**src/rtl/tinycpu_pkg.sv**
```systemverilog
// tinycpu_pkg
//   Shared constants and types for the tinycpu memory responder:
//   address/data widths, wait-counter width and the FSM state encoding.
package tinycpu_pkg;

  localparam int ADDR_W = 8;
  localparam int DATA_W = 8;
  localparam int CNT_W  = 4;   // holds WAIT_CYCLES-1 for WAIT_CYCLES in 0..15

  typedef enum logic [1:0] {
    IDLE = 2'd0,
    WAIT = 2'd1,
    ACK  = 2'd2
  } state_e;

  // Value loaded into the wait down-counter on acceptance.
  function automatic logic [CNT_W-1:0] wait_load(input int wait_cycles);
    return (wait_cycles > 0) ? CNT_W'(wait_cycles - 1) : '0;
  endfunction

endpackage

```
**src/rtl/tinycpu_ram.sv**
```systemverilog
// tinycpu_ram
//   DEPTH x 8 storage array, no reset. One asynchronous read port and two
//   synchronous write ports; the loader port wins when both write the same
//   word on the same edge.
// Ports:
//   clk                                   clock
//   rd_addr / rd_data                     combinational read port
//   cpu_we / cpu_addr / cpu_wdata         CPU-side write port
//   ld_we / ld_addr / ld_wdata            host loader write port (priority)
module tinycpu_ram
  import tinycpu_pkg::*;
#(
  parameter int DEPTH = 256,
  parameter int AW    = 8
) (
  input  logic              clk,
  input  logic [AW-1:0]     rd_addr,
  output logic [DATA_W-1:0] rd_data,
  input  logic              cpu_we,
  input  logic [AW-1:0]     cpu_addr,
  input  logic [DATA_W-1:0] cpu_wdata,
  input  logic              ld_we,
  input  logic [AW-1:0]     ld_addr,
  input  logic [DATA_W-1:0] ld_wdata
);

  logic [DATA_W-1:0] mem_q [DEPTH];

  // Read sees pre-edge contents, so a read completing alongside a write to
  // the same word returns the old value.
  assign rd_data = mem_q[rd_addr];

  // Loader write is issued last so it overrides a same-address CPU write.
  always_ff @(posedge clk) begin
    if (cpu_we) mem_q[cpu_addr] <= cpu_wdata;
    if (ld_we)  mem_q[ld_addr]  <= ld_wdata;
  end

endmodule

```
**src/rtl/tinycpu_mem_resp.sv**
```systemverilog
// tinycpu_mem_resp
//   Wait-state memory responder for a tiny CPU. A request accepted in IDLE
//   latches addr/we/wdata, spends WAIT_CYCLES cycles in WAIT, then pulses
//   ack for one cycle in ACK. Memory access happens on the edge entering ACK.
//   A host loader can write the array on any edge, including during reset.
// Ports:
//   clk, reset (async, active-low)
//   req, we, addr, wdata     CPU request side
//   rdata, ack, busy         CPU response side (all registered)
//   ld_en, ld_addr, ld_data  host preload port
//
//   state | meaning
//   ------+---------------------------------------------------------
//   IDLE  | no transaction; req samples and latches a new request
//   WAIT  | counting down wait states (cnt_q reaches 0 -> ACK)
//   ACK   | ack pulse; always returns to IDLE
module tinycpu_mem_resp
  import tinycpu_pkg::*;
#(
  parameter int WAIT_CYCLES = 1,
  parameter int DEPTH       = 256
) (
  input  logic              clk,
  input  logic              reset,
  input  logic              req,
  input  logic              we,
  input  logic [ADDR_W-1:0] addr,
  input  logic [DATA_W-1:0] wdata,
  output logic [DATA_W-1:0] rdata,
  output logic              ack,
  output logic              busy,
  input  logic              ld_en,
  input  logic [ADDR_W-1:0] ld_addr,
  input  logic [DATA_W-1:0] ld_data
);

  localparam int              AW       = $clog2(DEPTH);
  localparam logic [CNT_W-1:0] CNT_LOAD = wait_load(WAIT_CYCLES);

  state_e            state_q, state_d;
  logic [CNT_W-1:0]  cnt_q, cnt_d;
  logic [ADDR_W-1:0] addr_q, addr_d;
  logic              we_q, we_d;
  logic [DATA_W-1:0] wdata_q, wdata_d;
  logic [DATA_W-1:0] rdata_q, rdata_d;
  logic              ack_q, ack_d;
  logic              busy_q, busy_d;

  logic              enter_ack;
  logic              txn_we;
  logic [ADDR_W-1:0] txn_addr;
  logic [DATA_W-1:0] txn_wdata;
  logic              mem_we;
  logic [DATA_W-1:0] mem_rdata;
  logic              unused_hi;

  always_comb begin
    state_d   = state_q;
    cnt_d     = cnt_q;
    addr_d    = addr_q;
    we_d      = we_q;
    wdata_d   = wdata_q;
    rdata_d   = rdata_q;
    enter_ack = 1'b0;
    // With zero wait states the access happens on the acceptance edge, so
    // the live request fields are used instead of the not-yet-latched ones.
    txn_we    = we_q;
    txn_addr  = addr_q;
    txn_wdata = wdata_q;

    case (state_q)
      IDLE: begin
        if (req) begin
          addr_d    = addr;
          we_d      = we;
          wdata_d   = wdata;
          txn_we    = we;
          txn_addr  = addr;
          txn_wdata = wdata;
          if (WAIT_CYCLES > 0) begin
            state_d = WAIT;
            cnt_d   = CNT_LOAD;
          end else begin
            state_d   = ACK;
            enter_ack = 1'b1;
          end
        end
      end
      WAIT: begin
        if (cnt_q == '0) begin
          state_d   = ACK;
          enter_ack = 1'b1;
        end else begin
          cnt_d = cnt_q - 1'b1;
        end
      end
      ACK: begin
        state_d = IDLE;
      end
      default: begin
        state_d = IDLE;
      end
    endcase

    if (enter_ack && !txn_we) rdata_d = mem_rdata;
    ack_d  = enter_ack;
    busy_d = (state_d != IDLE);
  end

  // Gated by reset so a transaction interrupted by reset never writes memory.
  assign mem_we = enter_ack & txn_we & reset;

  always_ff @(posedge clk or negedge reset) begin
    if (!reset) begin
      state_q <= IDLE;
      cnt_q   <= '0;
      addr_q  <= '0;
      we_q    <= 1'b0;
      wdata_q <= '0;
      rdata_q <= '0;
      ack_q   <= 1'b0;
      busy_q  <= 1'b0;
    end else begin
      state_q <= state_d;
      cnt_q   <= cnt_d;
      addr_q  <= addr_d;
      we_q    <= we_d;
      wdata_q <= wdata_d;
      rdata_q <= rdata_d;
      ack_q   <= ack_d;
      busy_q  <= busy_d;
    end
  end

  tinycpu_ram #(
    .DEPTH (DEPTH),
    .AW    (AW)
  ) u_ram (
    .clk       (clk),
    .rd_addr   (txn_addr[AW-1:0]),
    .rd_data   (mem_rdata),
    .cpu_we    (mem_we),
    .cpu_addr  (txn_addr[AW-1:0]),
    .cpu_wdata (txn_wdata),
    .ld_we     (ld_en),
    .ld_addr   (ld_addr[AW-1:0]),
    .ld_wdata  (ld_data)
  );

  // Address bits above AW are deliberately dropped so addresses wrap.
  assign unused_hi = ^{addr_q, ld_addr};

  assign rdata = rdata_q;
  assign ack   = ack_q;
  assign busy  = busy_q;

endmodule

```
**config.mk**
```make
export PLATFORM = sky130hd
export DESIGN_NAME = tinycpu_mem_resp
export DESIGN_NICKNAME = d
export VERILOG_FILES = /design/src/rtl/tinycpu_pkg.sv /design/src/rtl/tinycpu_ram.sv /design/src/rtl/tinycpu_mem_resp.sv
export SDC_FILE = /design/constraint.sdc
export NUM_CORES = 2
export LEC_CHECK = 0
export ABC_AREA = 1
export CAP_MARGIN = 20
export CORE_MARGIN = 4
export CORE_UTILIZATION = 45
export DETAILED_ROUTE_END_ITERATION = 12
export SLEW_MARGIN = 20
export SYNTH_ARGS = -nofsm -noshare
export SYNTH_HDL_FRONTEND = slang
export SYNTH_SLANG_ARGS = --single-unit
export TNS_END_PERCENT = 10
```
**constraint.sdc**
```tcl
create_clock -name clk -period 3.4 [get_ports clk]
set_clock_uncertainty 0.2 [all_clocks]
set_input_delay 0.51 -clock clk [delete_from_list [all_inputs] [get_ports clk]]
set_output_delay 0.51 -clock clk [all_outputs]
set_load 0.005 [all_outputs]
```
### After elaboration in Yosys (flattened, before gate mapping)

Memory sizes are Yosys's and may differ from the RTL's. A register that Yosys moved wholly into a read port is not among the register bits.
Cells that the tools add are included.

* bits in registers: 25
* bits in latches: 0
* bits in writable memories: 2048
* ROM bits: 0
* input port bits: 37
* output and inout bits: 10
* logic and storage cells: 40
* memories: 1

Memory list
* u_ram.mem_q: words 256, width 8, read ports 1, clocked after memory_dff 1, write ports 2, line tinycpu_ram.sv:27 `logic [DATA_W-1:0] mem_q [DEPTH];`

* add/subtract/negate cells: 1
* multipliers: 0
* div/mod/pow operators: 0
* $lt $le $gt $ge: 0
* equality and inequality tests: 3
* shifts and indexed selects: 0
* muxes and demuxes: 18
* bitwise gates (word level): 2
* reductions and logical operators: 8

Operators by type and width (count)
* two-way mux 8 bit: 4
* two-way mux 1 bit: 8
* two-way mux 4 bit: 2
* one-hot mux 4 bit (2 select lines): 1
* zero test 4 bit: 1
* two-way mux 2 bit: 2
* inequality test 2 bit (second input constant): 2
* one-hot mux 2 bit (2 select lines): 1
* nonzero test 2 bit: 2
* subtractor 4 x 1 -> 4 bit (second input constant): 1
* AND reduction 3 bit: 1
* AND 1 bit: 2
* equality test 2 x 1 -> 1 bit (second input constant): 1
* zero test 1 bit: 2
* zero test 2 bit: 1
* logical AND 1 bit: 1

### Longest topological paths before layout

* word-level depth: 7
* depth in mapped cells: 22
* mapped depth without buffers: 19

### Modules after synthesis

Synthesis repeated with hierarchy kept, for this count alone.

* cells, all modules: 12339
* area total of the unflattened synthesis: 106646.0 sq um

By module, submodules not included
* tinycpu_ram: times used 1, cells an instance 12185, area an instance 105263.5 sq um, sequential area each 61499.0 sq um
* tinycpu_mem_resp: times used 1, cells an instance 154, area an instance 1382.6 sq um, sequential area each 825.8 sq um

### Least setup slack after synthesis

Ideal clock, no wire load.

* path kind: input -> register
* start: input port req
* end: memory u_ram.mem_q[10][0], enable pin
* library setup time: 384 ps
* arrival: 2556 ps
* data required time: 2816 ps
* setup slack: 260 ps
* cell stages on the path: 12
* path buffers: 2
* cells stage by stage: inv_1 -> nand2_1 -> nand2_2 -> inv_2 -> buf_2 -> or2_1 -> o21ai_1 -> inv_2 -> nor3_1 -> nand2_1 -> clkbuf_1 -> o21ai_0

RTL lines
* from (decl): line tinycpu_mem_resp.sv:25 `input logic req,`
* to (decl): line tinycpu_ram.sv:27

==> summary.md <==
| Metric | Value |
|---|---|
| Setup ws final | -0.03016 ns |
| Non-Filler Cell Area, Final | 132800 um^2 |
| Remaining Overflow, GRT | 0 |
| Antenna Nets Post-Route | 0 |
| HP Start | we |
| Crit-path max FO | 13 |
| Initial Utilization | 45.15% |
| Final hold vios | 0 |
| Final Wtd Congestion | 0.9801 |
| Clock slew at reported path FFs | 0.06 ns |
| Max Clock Freq | 291.5 MHz |
| Vias in the first global route | 96220 |
| Post-synth EDFFs | 2048 |
| Period utilisation layout | 100.9% |
| Yosys reg bits | 2081 |
| DRC Markers | 0 |
| Layout cell share with drive strength beyond 1 | 13.78% |
| First-pass GRT wire length | 650400 um |
| XOR/XNOR share of the synthesized area | 0% |
| Root Buffer | clkbuf_16 |
| DRT Pass-1 Iters | 9 |
| DRT Wirelength | 457700 um |
| Total CTS buffers | 228 |
| Worst rel slew slack | 55.93% |
| Port bufs | 46 |
| Detailed placement HPWL | 296000 um |
| Die ar. | 251800 um^2 |
| Avg Inst Size Synth | 8.055 um^2 |
| Vias per cell | 5.841 |
| Tightest Pin Transition | 0.6611 ns |
| Initial drt markers | 15360 |
| Die width | 501.8 um |
| Syn Std Cell Area | 109700 um^2 |
| CTS sink cnt | 2081 |
| Row count | 181 |
| Endpoints failing setup | 9 |
| Worst EP arrival | 3.83 ns |
| Area added between synthesis and finish | 21.06% |
| Routed wire per std cell | 26.10 um |
| Worst hold stages | 4 |
| Nets | 14120 |
| Synth area leaders | edfxtp_1, nand2_1, o21ai_0, clkbuf_1, nand3_1 |
| Compound-Gate Fraction of Synth Area | 10.73% |
| Place WS | -1.303 ns |
| Placed Instance Area | 123100 um^2 |
| R2r setup slk | -0.03 ns |
| Adder-cell share of the synthesized area | 0.02281% |
| Die Ht | 501.8 um |
| Crit Path Class | register to register |
| Setup tns final | -0.2169 ns |
| Synth area leader | edfxtp_1 |
| H-tree levels | 4 |
| Main flop type after synthesis | edfxtp_1 |
| CTS tree | built |
| Hold Path Sink | we_q |
| Total power divided by cell area | 1022 nW/um^2 |
| Via count | 102400 |
| Initial antenna violation count | 30 |
| IO Count | 47 |
| Largest family of logic cells by synthesized area | simple AND/OR/NAND/NOR gates |
| Status | finished, violations left |
| Fillers | 22030 |
| Failing checks | setup timing |
| Pleak | 55.79 nW |
| Synth warnings | 0 |
| Count leader, synth | nand2_1 |
| R2R depth | 15 |
| Core box area | 243000 um^2 |
| Synth cell count leaders | nand2_1, o21ai_0, edfxtp_1 |
| Worst R2R End | u_ram.mem_q[189][2] |
| Register area share after synthesis | 56.81% |
| Cells after Synth | 13620 |
| Distinct cells, synth | 26 |
| Worst r2r src | state_q[0] |
| Post-route core utilization | 54.66% |
| CP Capture Type | register |
| Skew-Pair Late Insertion Delay | 0.92 ns |
| Synth Net Count | 13660 |
| Largest net degree at the start of global routing | 84 |
| Simple-gate portion of the synthesized area | 27.69% |
| Multiplexer area fraction after synthesis | 0.009123% |
| Worst EP required | 3.80 ns |
| RSZ-0062 raised after global routing | true |
| Top cell type's share of synthesized area | 56.05% |
| Min Tclk post-route | 3.430 ns |
| Max Slew Vio Count | 0 |
| Clock buffer depth | 3 |
| HP Class | primary input to register |
| Async S/R FF share, synth | 1.586% |
| Max cap viols | 0 |
| Maximum VDD drop | 0.7740 mV |
| GRT Overall Usage | 35.19% |
| Startpoint Class | register |
## logic make-up after synthesis
kind of cell / Yosys count
simple gates: 7896
compound gates: 2344
flops: 2081
buf+inv: 1296
fa+ha+maj: 2
mux: 1
## cell type report
cell class	instances	area, um^2	share of cell area [%]
inverters	111	480.5	0.3617
clock buffers	281	5946	4.477
multi-input cells	10240	43150	32.49
clock inverters	150	1952	1.470
flip-flops and latches	2081	62330	46.93
well taps	3202	4006	3.016
repair buffers	1413	14820	11.16
diodes	56	140.1	0.1055
## worst max-delay path, cell delays in order, from the launching register on
cell,delay [ns]
dfrtp_2,0.44
nor2_4,0.12
nand2_4,0.10
buf_6,0.15
nand2_4,0.08
nand2_8,0.12
buf_12,0.16
nor2_4,0.13
buf_12,0.16
clkbuf_16,0.16
inv_1,0.11
nor2_1,0.25
nand2_2,0.15
buf_12,0.19
o21ai_0,0.26
buf_4,0.24
## report_power, final
part	total [W]	leakage, nW	internal, W	switching [W]
Sequential	0.0338	18.9	0.0335	0.000253
Combinational	0.0755	33.0	0.0253	0.0502
Clock	0.0265	3.80	0.0154	0.0111
Total	0.136	55.8	0.0741	0.0616
## registers in the layout (all words and copies together), names as in the netlist
register and count:
ack 1, addr_q 8, busy 1, cnt_q 4
rdata 8, state_q 2, u_ram.mem_q 2048, wdata_q 8
we_q 1
## per-layer routing
metal | GRT usage [%] | vias up | part of all wire (%)
met5 | 0 | - | 0.0028
met4 | 22.01 | 2 | 6.8
met3 | 7.797 | 1320 | 12
met2 | 54.11 | 6744 | 45
met1 | 45.26 | 48400 | 37
li1 | - | 45960 | -
## placed cells by master, fill, tap and decap left out, drive strengths merged
cell type / Yosys / layout
nor3: 17 / 17
o21ai: 2311 / 2311
clkinvlp: 0 / 14
dlygate4sd3: 0 / 3
nor2: 396 / 396
edfxtp: 2048 / 2048
clkdlybuf4s50: 0 / 45
a21oi: 10 / 10
o22ai: 23 / 23
dfrtp: 33 / 33
mux2i: 1 / 1
nand3: 489 / 489
inv: 102 / 114
clkbuf: 869 / 293
bufinv: 0 / 38
ha: 2 / 2
nand2: 6972 / 6972
clkinv: 9 / 95
or2: 11 / 11
buf: 316 / 1351
nand4: 11 / 11
bufbuf: 0 / 2
diode: 0 / 56
## stage by stage
stage,total power [W],std cells,hold slack (ns)
after floorplan,0.07151,13620,0.01441
after global placement,0.1032,17010,0.3106
after detailed placement,0.1042,17010,0.3250
after CTS,0.1319,17460,0.04672
after global routing,0.1422,17490,0.1185
final,0.1357,17540,0.1019
## repair_timing
action | CTS | global route
hold endpoints to repair | 34 | 0
hold buffers | 3 | 0
cloned | 4 | 12
pin swaps | 20 | 72
setup endpoints to repair | 1681 | 1330
setup buffers | 21 | 16
gates resized for setup | 114 | 193
## worst max-delay path by stage
| stage | slack (ns) | cells past startpoint | to | startpoint |
|---|---|---|---|---|
| floorplan | 0.26 | 12 | u_ram.mem_q[10][0] | req |
| finish | -0.03 | 15 | u_ram.mem_q[189][2] | state_q[0] |
| CTS | -0.04 | 22 | rdata[2] | state_q[0] |
| detailed placement | -1.30 | 21 | rdata[6] | req |
| global route | -0.10 | 24 | rdata[3] | state_q[0] |
| global placement | -1.27 | 21 | rdata[6] | req |
Note: power is estimated with default switching activity, not from simulation.
